<file path="src/rtl/div_pkg.sv">
// Shared constants for the sequential divider: default operand width and FSM state encoding.
package div_pkg;

  localparam int DIV_WIDTH = 4;

  typedef enum logic [1:0] {
    S_IDLE = 2'd0,
    S_RUN  = 2'd1,
    S_DONE = 2'd2
  } div_state_t;

endpackage

</file>
<file path="src/rtl/div_step.sv">
// One restoring-division iteration: shift the next dividend bit into the partial
// remainder, trial-subtract the divisor, and keep the difference only if it did not go negative.
module div_step
  import div_pkg::*;
#(
  parameter int WIDTH = DIV_WIDTH
) (
  input  logic [WIDTH-1:0] acc,
  input  logic [WIDTH-1:0] q,
  input  logic [WIDTH-1:0] divisor,
  output logic [WIDTH-1:0] acc_next,
  output logic [WIDTH-1:0] q_next
);

  // The partial remainder is always below the divisor, so it fits in WIDTH bits;
  // only the shifted and trial values need the extra bit.
  logic [WIDTH:0] shifted;
  logic [WIDTH:0] trial;

  always_comb begin
    shifted = {acc, q[WIDTH-1]};
    trial   = shifted - {1'b0, divisor};
    if (!trial[WIDTH]) begin
      acc_next = trial[WIDTH-1:0];
      q_next   = {q[WIDTH-2:0], 1'b1};
    end else begin
      acc_next = shifted[WIDTH-1:0];
      q_next   = {q[WIDTH-2:0], 1'b0};
    end
  end

endmodule

</file>
<file path="src/rtl/seq_divider.sv">
// Multi-cycle unsigned restoring divider with a start/busy/done handshake,
// producing one quotient bit per clock.
module seq_divider
  import div_pkg::*;
#(
  parameter int WIDTH = DIV_WIDTH
) (
  input  logic             clk,
  input  logic             reset,
  input  logic             start,
  input  logic [WIDTH-1:0] dividend,
  input  logic [WIDTH-1:0] divisor,
  output logic             busy,
  output logic             done,
  output logic [WIDTH-1:0] quotient,
  output logic [WIDTH-1:0] remainder,
  output logic             div_by_zero
);

  localparam int CNT_W = $clog2(WIDTH);

  div_state_t       state;
  logic [WIDTH-1:0] acc;
  logic [WIDTH-1:0] q;
  logic [WIDTH-1:0] divisor_reg;
  logic [CNT_W-1:0] cnt;
  logic [WIDTH-1:0] acc_next;
  logic [WIDTH-1:0] q_next;

  div_step #(.WIDTH(WIDTH)) u_step (
    .acc      (acc),
    .q        (q),
    .divisor  (divisor_reg),
    .acc_next (acc_next),
    .q_next   (q_next)
  );

  // Results are written on the edge that enters DONE so they are valid alongside done
  // and then held untouched until a later operation finishes.
  always_ff @(posedge clk) begin
    if (reset) begin
      state       <= S_IDLE;
      busy        <= 1'b0;
      done        <= 1'b0;
      div_by_zero <= 1'b0;
      quotient    <= '0;
      remainder   <= '0;
      acc         <= '0;
      q           <= '0;
      divisor_reg <= '0;
      cnt         <= '0;
    end else begin
      case (state)
        S_IDLE: begin
          if (start) begin
            if (divisor != '0) begin
              divisor_reg <= divisor;
              acc         <= '0;
              q           <= dividend;
              cnt         <= CNT_W'(WIDTH - 1);
              div_by_zero <= 1'b0;
              busy        <= 1'b1;
              state       <= S_RUN;
            end else begin
              quotient    <= '1;
              remainder   <= dividend;
              div_by_zero <= 1'b1;
              done        <= 1'b1;
              state       <= S_DONE;
            end
          end
        end
        S_RUN: begin
          acc <= acc_next;
          q   <= q_next;
          if (cnt == '0) begin
            busy      <= 1'b0;
            done      <= 1'b1;
            quotient  <= q_next;
            remainder <= acc_next;
            state     <= S_DONE;
          end else begin
            cnt <= cnt - CNT_W'(1);
          end
        end
        S_DONE: begin
          done  <= 1'b0;
          state <= S_IDLE;
        end
        default: begin
          busy  <= 1'b0;
          done  <= 1'b0;
          state <= S_IDLE;
        end
      endcase
    end
  end

endmodule

</file>
<file path="config.mk">
export PLATFORM = sky130hd
export DESIGN_NAME = seq_divider
export DESIGN_NICKNAME = d
export VERILOG_FILES = /design/src/rtl/div_pkg.sv /design/src/rtl/div_step.sv /design/src/rtl/seq_divider.sv
export SDC_FILE = /design/constraint.sdc
export NUM_CORES = 1
export LEC_CHECK = 0
export CORE_MARGIN = 2
export CORE_UTILIZATION = 35
export DETAILED_ROUTE_END_ITERATION = 7
export GPL_ROUTABILITY_DRIVEN = 0
export MAX_ROUTING_LAYER = met4
export PLACE_DENSITY = 0.63
export SKIP_CTS_REPAIR_TIMING = 1
export SLEW_MARGIN = 25
export SYNTH_ARGS = -nofsm -noshare
export SYNTH_HDL_FRONTEND = slang
export SYNTH_SLANG_ARGS = --single-unit
</file>
<file path="constraint.sdc">
create_clock -name clk -period 2.4 [get_ports clk]
set_input_delay 0.48 -clock clk [delete_from_list [all_inputs] [get_ports clk]]
set_output_delay 0.48 -clock clk [all_outputs]
set_load 0.01 [all_outputs]
</file>
# Word level (Yosys, flattened, before mapping)
# Cells that the tools add are included.
# word_totals
reg_bits	27
latchBits	0
mem_bits_rw	0
mem_bits_ro	0
in_bits	11
output_inout_bits	11
word_cells	65
memories	0
# op_classes
add_sub_neg	2
n_mul	0
div_mod_pow	0
n_lt_le_gt_ge	0
n_eq_ne	7
shifts	0
mux	33
bitwise_logic	1
n_reduce_logical	12
# op_table
op	n
two-way mux 4 bit	11
one-hot mux 4 bit (2 select lines)	4
two-way mux 2 bit	6
AND reduction 4 bit	3
!= test 2 bit (second input constant)	5
AND reduction 3 bit	3
two-way mux 1 bit	8
one-hot mux 2 bit (2 select lines)	2
subtractor 5 x 4 -> 5 bit	1
zero test 2 bit	2
AND reduction 2 bit	2
nonzero test 4 bit	1
one-hot mux 1 bit (3 select lines)	1
equality test 2 x 1 -> 1 bit (second input constant)	1
equality test 2 bit (second input constant)	1
one-hot mux 1 bit (2 select lines)	1
nonzero test 2 bit	1
subtractor 2 x 1 -> 2 bit (second input constant)	1
inverter 1 bit	1

# Depth between registers and ports, before layout
# depth
ltp_word	4
depth_mapped	8
depth_no_buf	8

# By module
# Synthesis repeated with hierarchy kept, for this count alone.
# hier_totals
cells_unflattened	160
hier_area_um2	1445.1
# modules_own_cells
module	instances	cells_each	area_per_inst_um2	seq_area_each_um2
seq_divider	1	133	1221.2	540.5
div_step	1	27	224.0	0.0

# Least setup slack after synthesis
# Ideal clock, no wire load.
# synth_path
path_type	reg2reg
start	register q[3]
end	register remainder[2]
setup_ps	91
t_arrival_ps	2104
required_ps	2309
path_slack_ps	205
stages_incl_launch_ff	9
n_path_buf	0
cell_sequence	dfxtp_1 inv_1 ha_1 fa_1 nand2b_1 a21oi_1 xor2_2 mux2_2 a311oi_1
# synth_between
elab_chain_cells	4
# synth_rtl
element	line_no	source
from (decl)	seq_divider.sv:24	logic [WIDTH-1:0] q;
from (signal assigned)	seq_divider.sv:59	q <= dividend;
from (signal assigned)	seq_divider.sv:75	q <= q_next;
subtractor 5 x 4 -> 5 bit	div_step.sv:22	trial = shifted - {1'b0, divisor};
two-way mux 4 bit	div_step.sv:23	if (!trial[WIDTH]) begin
two-way mux 4 bit	seq_divider.sv:76	if (cnt == '0) begin
one-hot mux 4 bit (2 select lines)	seq_divider.sv:53	case (state)
to (signal assigned)	seq_divider.sv:66	remainder <= dividend;
to (signal assigned)	seq_divider.sv:80	remainder <= acc_next;
to (decl)	seq_divider.sv:16	output logic [WIDTH-1:0] remainder,
# Every way passes these cells. The select of a mux whose other input is x is not followed.
# A chain may end at the register's enable or synchronous reset.

# Worst setup path after layout
# layout_path
start	register q[3]
end	register remainder[0]
# layout_between
elab_chain_cells	4
# layout_rtl
element	line_no
subtractor 5 x 4 -> 5 bit	div_step.sv:22
two-way mux 4 bit (*)	div_step.sv:23
two-way mux 4 bit (*)	seq_divider.sv:76
one-hot mux 4 bit (2 select lines) (*)	seq_divider.sv:53
# Mark *: on every way between the ends. The rest lies on a longest branch, timed or not. The select of a mux whose other input is x is not followed.

==> metrics.txt <==
outcome=finished, final reports clean; Iter 0 DRT Violations=35; measured slew at the worst slew-check pin=between 600 and 700 ps; Avg Inst Size Synth=8.36 sq um; clk sink count=27; initial core utilization=0.372; total CTS buffers=3; Tcrit/Tclk final=0.923; nets=a little under 200; Final setup viols=0; number of fill cells in the layout=roughly 350; Max Cap Viol=0; IO Pins=22; Clk pin slew, worst setup/hold paths=roughly 150 ps; min cycle time layout=2220 ps; Crit Path Category=register to register; ant diodes=0; H-tree depth=1; Synth Register Bits=27; post-DR vias/cell=4.88; RSZ-0062 raised after global routing=no; Setup TNS Final=0 ps; slowest stage delay, CP=between 300 and 400 ps; CTS tree=yes; clk_lat worst skew=between 300 and 400 ps; CP top delay family=adder cells; CTS max path bufs=2; Die Ht=~64 um; DR WL/cell=~12 um; Hold WC Path Type=register to register; FMAX=approximately 450 MHz; clock skew=14.7 ps; GRT overflow=0; number of port buffers=21; Worst slew margin=0.584; crit path max fanout=4; final wirelength=between 2000 and 3000 um; CP max-delay cell=fa_1; number of remaining DRC errors=0; endpoint class of the critical path=register; all-layer global routing usage=0.144; Syn Nets=169; post-synth cell types=28; Die Area=between 4000 and 5000 sq um; Post-DP HPWL=approximately 2100 um; antenna violations before repair=0; P&R area growth vs syn=24.6%; post-synthesis sequential area ratio=0.425; vias in the first global route=~1100; crit start category=register; Mapped Cells=152; PwrDens=629 nW/um^2; WP buf/inv=2; Power Total=~0.0010 W; drt first pass iters=4; first-pass GRT wire length=around 4700 um; CTS root buf=clkbuf_4; Rows=21; CP required=~2600 ps; maximum vdd ir drop=0.455 mV; Synth Warn #=0; Mapped Area=1270 sq um; vias post-DR=~1100; share of cells above drive strength 1=0.0857; final hold vios=0; Lkg Pwr=around 0.6 nW; largest net degree at the start of global routing=19; final slew viol count=0; WP data arrival=approximately 2400 ps; Post-DRT Antenna Nets=0; Core Region=approximately 3400 sq um; chip width=approximately 64 um; Critical Path, Cell by Cell=inv_1 > ha_1 > fa_1 > nand2b_1 > a21oi_2 > xor2_2 > buf_4 > mux2i_1 > a311oi_1
## worst min-delay path, cell delays in order (launching register included)
cell and delay, ps:
dfxtp_1 330, nand2_1 50, a21oi_1 50
## cell usage in the layout (no fill, tap or decap), types with 2 or more instances in the layout
master,instances
nor3_1,7
nand2b_1,5
a211oi_1,8
a311oi_1,3
a21oi_1,10
inv_1,8
buf_4,4
nor2b_1,2
a31oi_1,2
ha_1,5
dfxtp_1,26
mux2i_1,6
o21ai_0,2
clkdlybuf4s50_1,21
nand2_1,19
clkbuf_4,3
nor2_1,30
## cell type report
class | instances | area, sq um | share of cell area
Sequential cell | 27 | 542 | 0.342
Clock inverter | 1 | 5.00 | 0.00316
Timing Repair Buffer | 25 | 240 | 0.152
Inverter | 8 | 30.0 | 0.0190
Multi-Input combinational cell | 111 | 687 | 0.434
Tap cell | 46 | 57.6 | 0.0363
Clock buffer | 3 | 22.5 | 0.0142
## layer usage
layer	wire length, um	GRT usage	vias to the layer above
met3	91	0.0405	2
met1	1230	0.173	498
met5	0	-	-
met4	14	0.0239	0
met2	1300	0.246	16
li1	-	-	563
## cell usage after synthesis
cell type,n,area [sq um]
o21ai_0,2,10.0
inv_1,8,30.0
a311oi_1,4,35.0
nor2_1,30,113
xor2_2,1,16.3
dfxtp_1,27,541
nand3_1,1,5.00
o21bai_1,1,7.51
a22oi_2,1,12.5
clkbuf_1,3,11.3
mux2_2,1,11.3
o211ai_1,1,7.51
nor4_4,1,21.3
or3_1,1,6.26
fa_1,1,20.0
nor2b_1,2,12.5
mux2i_1,6,60.1
nor3_1,7,35.0
buf_1,1,3.75
nand2_1,19,71.3
a31oi_1,2,12.5
a211oi_1,8,60.1
buf_2,1,5.00
nand2b_1,5,31.3
nand3b_1,1,7.51
buf_4,1,7.51
a21oi_1,11,55.1
ha_1,5,62.6
## worst paths after layout
path	from	endpoint	slack [ps]	cells past startpoint
setup / recovery	q[3]	remainder[0]	180	9
hold / removal	busy	busy	470	2
setup reg to reg	q[3]	remainder[0]	180	9
hold reg to reg	busy	busy	470	2
## power breakdown
| group | internal, W | leakage (nW) | switching (W) | total (W) |
|---|---|---|---|---|
| clock | 0.0000625 | 0.0177 | 0.000136 | 0.000198 |
| sequential | 0.000491 | 0.222 | 0.0000284 | 0.000520 |
| combinational | 0.000135 | 0.362 | 0.000143 | 0.000279 |
## cells by family after synthesis
logic type,count (synthesis),synth area share
AOI/OAI and AO/OA,30,0.157
adders and majority gates,6,0.0650
buffers and inverters,14,0.0453
xor gates and xnor gates,1,0.0128
muxes,7,0.0561
and+or+nand+nor,67,0.238
DFF,27,0.425
## through the flow
step / cell area (sq um) / util / instances / setup WS [ps] / hold slack, ps
2_1_floorplan: 1270 / - / 152 / 205 / 436
3_3_place_gp: 1540 / 0.451 / 217 / 179 / 446
6_report: 1580 / 0.464 / 221 / 185 / 471
4_1_cts: 1570 / 0.459 / 221 / 145 / 475
5_1_grt: 1580 / 0.464 / 221 / 0.697 / 494
3_5_place_dp: 1540 / 0.451 / 217 / 160 / 458
(Power assumes the default switching activity.)
